<file path="config.mk">
export PLATFORM = sky130hd
export DESIGN_NAME = fifo_serial_tx
export DESIGN_NICKNAME = d
export VERILOG_FILES = /design/src/rtl/fifo_serial_tx_pkg.sv /design/src/rtl/fifo_serial_tx_baud_tick_gen.sv /design/src/rtl/fifo_serial_tx.sv
export SDC_FILE = /design/constraint.sdc
export NUM_CORES = 1
export LEC_CHECK = 0
export BUFFER_PORTS_ARGS = -buffer_cell sky130_fd_sc_hd__buf_4
export CAP_MARGIN = 5
export CORE_AREA = 3 3 72 74
export CTS_BUF_LIST = sky130_fd_sc_hd__clkbuf_16
export DETAILED_ROUTE_END_ITERATION = 6
export DIE_AREA = 0 0 75 77
export PLACE_DENSITY = 0.49
export SYNTH_ARGS = -nofsm -noshare
export SYNTH_HDL_FRONTEND = slang
export SYNTH_HIERARCHICAL = 1
export SYNTH_SLANG_ARGS = --single-unit
</file>
<file path="constraint.sdc">
create_clock -name clk -period 2.31 [get_ports clk]
set_input_delay 0.462 -clock clk [delete_from_list [all_inputs] [get_ports clk]]
set_output_delay 0.462 -clock clk [all_outputs]
set_load 0.01 [all_outputs]
</file>
<file path="src/rtl/fifo_serial_tx_pkg.sv">
// Shared definitions for the FIFO-fed serial transmitter and its future receiver.
// Holds the frame state encoding and the line levels.
package fifo_serial_tx_pkg;

    typedef enum logic [1:0] {
        IDLE  = 2'd0,
        START = 2'd1,
        DATA  = 2'd2,
        STOP  = 2'd3
    } state_t;

    localparam logic LINE_IDLE = 1'b1;
    localparam logic START_BIT = 1'b0;

endpackage

</file>
<file path="src/rtl/fifo_serial_tx_baud_tick_gen.sv">
// Bit-period timer: tick marks the last clk cycle of every CLKS_PER_BIT-cycle bit.
// clear holds the count at zero so the first bit after a clear is full length.
module baud_tick_gen #(
    parameter int CLKS_PER_BIT = 16
) (
    input  logic clk,
    input  logic reset,
    input  logic clear,
    output logic tick
);

    localparam int CW = (CLKS_PER_BIT > 1) ? $clog2(CLKS_PER_BIT) : 1;
    localparam logic [CW-1:0] LAST = CW'(CLKS_PER_BIT - 1);

    logic [CW-1:0] count;

    assign tick = (count == LAST);

    // NOTE: sequential state uses non-blocking assignments so every flop samples pre-edge values.
    always_ff @(posedge clk or negedge reset) begin
        if (!reset) begin
            count <= '0;
        end else if (clear || tick) begin
            count <= '0;
        end else begin
            count <= count + CW'(1);
        end
    end

endmodule

</file>
<file path="src/rtl/fifo_serial_tx.sv">
// Pops words from a show-ahead FIFO and shifts each out as start bit, data LSB first,
// stop bit(s); a waiting word is popped on the last stop cycle so frames run gap-free.
module fifo_serial_tx
    import fifo_serial_tx_pkg::*;
#(
    parameter int DATA_WIDTH   = 8,
    parameter int CLKS_PER_BIT = 16,
    parameter int STOP_BITS    = 1
) (
    input  logic                  clk,
    input  logic                  reset,
    input  logic                  enable,
    input  logic                  fifo_val,
    input  logic [DATA_WIDTH-1:0] fifo_data,
    output logic                  fifo_read,
    output logic                  tx,
    output logic                  busy
);

    localparam int BW = $clog2(DATA_WIDTH) + 1;
    localparam int SW = 2;
    localparam logic [BW-1:0] LAST_BIT  = BW'(DATA_WIDTH - 1);
    localparam logic [SW-1:0] LAST_STOP = SW'(STOP_BITS - 1);

    state_t                state, state_next;
    logic [DATA_WIDTH-1:0] shift, shift_next;
    logic [BW-1:0]         bit_idx, bit_idx_next;
    logic [SW-1:0]         stop_cnt, stop_cnt_next;
    logic                  tx_next;
    logic                  tick;
    logic                  frame_end;
    logic                  take;
    logic                  baud_clear;

    assign frame_end = (state == STOP) && tick && (stop_cnt == LAST_STOP);
    // Flops are held in reset anyway, so only the outgoing strobe needs the reset gate.
    assign take       = enable && fifo_val && ((state == IDLE) || frame_end);
    assign fifo_read  = take && reset;
    assign busy       = (state != IDLE);
    assign baud_clear = (state == IDLE) || take;

    baud_tick_gen #(
        .CLKS_PER_BIT(CLKS_PER_BIT)
    ) u_baud (
        .clk  (clk),
        .reset(reset),
        .clear(baud_clear),
        .tick (tick)
    );

    always_ff @(posedge clk or negedge reset) begin
        if (!reset) begin
            state    <= IDLE;
            tx       <= LINE_IDLE;
            shift    <= '0;
            bit_idx  <= '0;
            stop_cnt <= '0;
        end else begin
            state    <= state_next;
            tx       <= tx_next;
            shift    <= shift_next;
            bit_idx  <= bit_idx_next;
            stop_cnt <= stop_cnt_next;
        end
    end

    always_comb begin
        // NOTE: every output gets a hold-value default first so no latch can be inferred.
        state_next    = state;
        tx_next       = tx;
        shift_next    = shift;
        bit_idx_next  = bit_idx;
        stop_cnt_next = stop_cnt;

        case (state)
            IDLE: ;
            START: begin
                if (tick) begin
                    state_next   = DATA;
                    tx_next      = shift[0];
                    shift_next   = shift >> 1;
                    bit_idx_next = '0;
                end
            end
            DATA: begin
                if (tick) begin
                    if (bit_idx == LAST_BIT) begin
                        state_next    = STOP;
                        tx_next       = LINE_IDLE;
                        stop_cnt_next = '0;
                    end else begin
                        tx_next      = shift[0];
                        shift_next   = shift >> 1;
                        bit_idx_next = bit_idx + BW'(1);
                    end
                end
            end
            STOP: begin
                if (tick) begin
                    if (stop_cnt == LAST_STOP) begin
                        state_next = IDLE;
                    end else begin
                        stop_cnt_next = stop_cnt + SW'(1);
                    end
                end
            end
            default: state_next = IDLE;
        endcase

        if (take) begin
            state_next = START;
            tx_next    = START_BIT;
            shift_next = fifo_data;
        end
    end

endmodule

</file>
==> Yosys cells after proc, flatten, opt, wreduce, memory -nomap -nowiden <==
Cells that the tools add are included.
{ "totals": {"reg_bits": 21, "inputBits": 12, "out_inout_bits": 3, "elab_cells": 73} }
{ "op_classes": {"add_sub_neg": 3, "eq_ne": 17, "mux": 27, "n_reduce_logical": 20} }
{ "op_table": {"columns": ["op", "n"], "rows": [
  ["two-way mux 8 bit", 4],
  ["two-way mux 2 bit", 10],
  ["two-way mux 4 bit", 4],
  ["one-hot mux 8 bit (2 select lines)", 1],
  ["!= test 3 bit (second input constant)", 5],
  ["!= test 2 bit (second input constant)", 6],
  ["adder 4 x 1 -> 4 bit (second input constant)", 2],
  ["one-hot mux 4 bit (2 select lines)", 1],
  ["AND reduction 4 bit", 2],
  ["one-hot mux 2 bit (3 select lines)", 1],
  ["AND reduction 6 bit", 1],
  ["nonzero test 2 bit", 3],
  ["logical AND 1 bit", 5],
  ["AND reduction 5 bit", 1],
  ["equality test 2 bit (second input constant)", 2],
  ["equality test 4 x 3 -> 1 bit (second input constant)", 1],
  ["equality test 4 bit (second input constant)", 1],
  ["logical NOT 2 bit", 2],
  ["two-way mux 1 bit", 4],
  ["one-hot mux 2 bit (2 select lines)", 1],
  ["nonzero test 4 bit", 1],
  ["logical OR 1 bit", 3],
  ["!= test 3 x 2 -> 1 bit (second input constant)", 1],
  ["AND reduction 3 bit", 1],
  ["4 further kinds", 4]
]} }

==> Logic depth before layout (Yosys ltp) <==
{ "logic_depth": {"ltp_word": 8, "ltp_mapped": 7, "depth_no_buf": 6} }

==> By module <==
Netlist, hierarchy kept.
{ "modules_own_cells": {"columns": ["mod", "n_inst", "cells_each", "area_each_um2", "seq_area_each_um2"], "rows": [
  ["fifo_serial_tx", 1, 99, 973.4, 426.7],
  ["baud_tick_gen", 1, 13, 171.4, 100.1]
]} }

==> Worst setup path before layout <==
No wires, ideal clock.
{ "synth_timing": {"path_type": "register -> output", "startpoint": "register u_baud.count[0]", "endpoint": "output port fifo_read", "arrival_ns": 1.421, "t_required_ns": 1.848, "slack_ns": 0.427, "path_stages_with_launch": 7, "path_buffers": 1, "cell_sequence": "dfrtp_1 -> ha_1 -> and3_4 -> nand3_1 -> a21oi_1 -> clkbuf_2 -> and2_1"} }
{ "synth_between": {"elab_chain_cells": 6} }
{ "synth_rtl": {"columns": ["item", "line", "rtl"], "rows": [
  ["start: declaration", "fifo_serial_tx_baud_tick_gen.sv:15", "logic [CW-1:0] count;"],
  ["start signal: assignment", "fifo_serial_tx_baud_tick_gen.sv:26", "count <= count + CW'(1);"],
  ["equality test 4 bit", "fifo_serial_tx_baud_tick_gen.sv:17", "assign tick = (count == LAST);"],
  ["net tick", "fifo_serial_tx.sv:30", "logic tick;"],
  ["logical AND 1 bit (2 in a row)", "fifo_serial_tx.sv:35", "assign frame_end = (state == STOP) && tick && (stop_cnt == LAST_STOP);"],
  ["logical OR 1 bit", "fifo_serial_tx.sv:37", "assign take = enable && fifo_val && ((state == IDLE) || frame_end);"],
  ["logical AND 1 bit", "fifo_serial_tx.sv:37", null],
  ["logical AND 1 bit", "fifo_serial_tx.sv:38", "assign fifo_read = take && reset;"],
  ["end: declaration", "fifo_serial_tx.sv:15", "output logic fifo_read,"]
]} }
The timed path passes the listed nets, and every way through them passes these cells.

==> Final worst setup path <==
Ends and elaborated chain as after synthesis.

==> results.py <==
metrics = {
    "timing": {
        "hold_violations": 0,
        "worstMarginPinSlew_ns": 0.451,
        "slew_viol_final": 0,
        "tns_ns": 0,
        "period_share_pct": 93.1,
        "worst_hold_slack_ns": 0.201,
        "skew_ns": 0.00344,
        "max_freq_mhz": 465,
        "rsz0062_at_grt": "false",
        "finalSetupViolCount": 0,
        "finalCriticalPeriod_ns": 2.15,
        "slew_headroom_pct": 69.9,
    },
    "cts": {
        "clock_latency_ns": 0.25,
        "ctsHoldBuffers": 0,
        "cts.sinks": 21,
        "htree_levels": 1,
        "root_buffer": "clkbuf_16",
        "clkTransAtPathRegs_ns": 0.06,
        "cts_tree": "built",
        "post_cts_buffers": 0,
        "cts_buffer_depth": 2,
        "cts_resized": 0,
        "cts_buffers": 3,
    },
    "power_and_ir_drop": {
        "p_sw_mw": 0.449,
        "worst_ir_drop_vdd_mv": 0.265,
        "intPower_mw": 0.938,
        "p_seq_share_pct": 41.0,
        "power_density_nw_per_um2": 996,
        "p_clk_share_pct": 25.8,
        "p_leak_nw": 0.677,
        "swShare_pct": 32.4,
        "combPwrFrac_pct": 33.2,
    },
    "detailed_routing": {
        "wl_um": 2410,
        "wl_per_cell_um": 13.2,
        "num_vias": 857,
        "via_per_inst": 4.68,
        "ant_nets": 0,
        "drcViolationCount": 0,
        "dr.first_iter.drc_count": 31,
        "drt_first_pass_iters": 4,
    },
    "floorplan": {
        "die_y_um": 77,
        "die_area_um2": 5780,
        "die_x_um": 75,
        "io_pins": 15,
        "core-area_um2": 4660,
        "num_rows": 25,
        "start_util_pct": 24.6,
    },
    "global_route": {
        "grt_max_degree": 22,
        "grt_pass1_vias": 917,
        "antenna_found_initial": 0,
        "grt.total_usage_pct": 9.12,
        "grt-ovfl-total": 0,
        "grt_pass1_wl_um": 4080,
    },
    "final_layout": {
        "drive_above_1_share_pct": 20.2,
        "syn_to_final_growth_pct": 21.6,
        "layout.nets": 150,
        "antenna_cells": 0,
        "nFillCells": 484,
    },
    "worst_setup_path": {
        "worstRegToRegCells": 6,
        "crit_required_ns": 1.85,
        "cp.arrival_ns": 1.69,
        "worstReg2RegEnd": "shift[6]$_DFFE_PN0P_",
        "r2r_slack_ns": 0.35,
        "worstSetupPathType": "flop to output port",
        "worstPathMaxFanout": 7,
        "start_kind": "flop",
        "rr_startpoint": "u_baud/count[0]$_DFF_PN0_",
        "endpoint_kind": "output port",
    },
    "synth": {
        "yosysUniqueCellTypes": 34,
        "ys.flop_type": "dfrtp_1",
        "synth_nets": 132,
        "synthTopCellsByCount": "dfrtp_1, o21ai_0, nand2_1",
        "async_flop_share_pct": 100,
        "synth_edf_count": 0,
        "synth_top_area_share_pct": 43.7,
        "syn_area_per_cell_um2": 10.2,
        "synth_seq_cells": 21,
        "yosysWarnings": 6,
        "ys_top_cells_by_area": "dfrtp_1, ha_1, mux2i_1, o21ai_0, a22o_1",
        "syn_inst": 112,
        "ys_seq_area_share_pct": 46.0,
        "yosysMostFrequentCell": "dfrtp_1",
        "syn_area_um2": 1140,
        "yosysTopAreaCell": "dfrtp_1",
    },
    "place": {
        "portBuffers": 14,
        "gp_congestion": 0.804,
        "hpwlAfterDp_um": 1840,
    },
    "min_path": {
        "hold_path.class": "input port to async pin",
    },
    "job": {
        "maxCapViolCount": 0,
    },
    "status": {
        "status": "completed",
    },
}
==> cell families (layout without fill, tap and decap cells) <==
family,after synthesis,in the layout,share of synthesized area [%]
multiplexers,9,9,8.42
XOR/XNOR,1,1,0.765
adder cells (fa/ha/maj),8,8,8.74
buffers and inverters,9,26,3.93
flip-flops,21,21,46.0
AO/OA/AOI/OAI,31,31,17.3
AND/OR/NAND/NOR,33,33,14.9
==> power groups by stage <==
stage                     combinational [mW]  clock, mW  sequential [mW]
after CTS                              0.469      0.368            0.570
final                                  0.460      0.358            0.569
after global placement                 0.452          0            0.565
after detailed placement               0.467          0            0.575
after global routing                   0.522      0.386            0.585
after floorplan                        0.342          0            0.549
==> routing by layer <==
layer | GRT usage, % | vias up | wire length (um)
met2 | 15.2 | 9 | 1210
met3 | 2.88 | 5 | 82
li1 | - | 434 | -
met5 | 0 | - | 0
met4 | 3.02 | 0 | 36
met1 | 10.9 | 409 | 1080
==> area by class of cell <==
type	instances	area, um^2	area share (%)
Inverter	5	18.8	1.35
Timing Repair Buffer	17	128	9.16
Clock inverter	1	3.75	0.270
Clock buffer	3	75.1	5.39
Multi-Input combinational cell	82	573	41.1
Tap cell	54	67.6	4.85
Sequential cell	21	527	37.8
==> flip-flops by register name, summed over array words and instances, names as in the netlist <==
| register | flops |
|---|---|
| shift | 8 |
| bit_idx | 4 |
| u_baud/count | 4 |
| state | 2 |
| stop_cnt | 2 |
| tx | 1 |
==> critical path, stage by stage, from the launching register on <==
cell and delay (ns):
dfrtp_1 0.39, ha_1 0.23, and3_4 0.26, nand3_1 0.09, a21oi_1 0.19, and2_1 0.16, buf_4 0.12
==> placed cells by master, fill, tap and decap left out, types with 2 or more instances in the layout <==
master,instances
buf_4,17
dfrtp_1,20
or3_1,2
a21o_1,2
a21oi_1,4
mux2i_1,7
o21ai_0,13
inv_1,6
clkbuf_16,3
nand3_1,5
nand2_1,10
nor3_1,3
ha_1,8
nor2_1,6
a22o_1,5
==> worst max-delay path by stage <==
| stage | slack (ns) | from | cells past startpoint | to |
|---|---|---|---|---|
| after global placement | 0.41 | state[0]$_DFFE_PN0P_ | 7 | state[0]$_DFFE_PN0P_ |
| after floorplan | 0.43 | u_baud/count[0]$_DFF_PN0_ | 6 | fifo_read |
| after CTS | 0.15 | u_baud/count[0]$_DFF_PN0_ | 6 | fifo_read |
| after detailed placement | 0.34 | u_baud/count[0]$_DFF_PN0_ | 6 | shift[6]$_DFFE_PN0P_ |
| final | 0.16 | u_baud/count[0]$_DFF_PN0_ | 6 | fifo_read |
| after global routing | 0.04 | u_baud/count[0]$_DFF_PN0_ | 6 | fifo_read |
==> through the flow <==
| step | power [mW] | area [um^2] | std cells | setup slack (ns) | util (%) |
|---|---|---|---|---|---|
| after floorplan | 0.891 | 1140 | 112 | 0.427 | - |
| after global placement | 1.02 | 1310 | 179 | 0.408 | 28.2 |
| after detailed placement | 1.04 | 1310 | 179 | 0.339 | 28.2 |
| after CTS | 1.41 | 1390 | 183 | 0.152 | 29.9 |
| after global routing | 1.49 | 1390 | 183 | 0.0384 | 29.9 |
| final | 1.39 | 1390 | 183 | 0.159 | 29.9 |
Note: power is estimated with default switching activity, not from simulation.
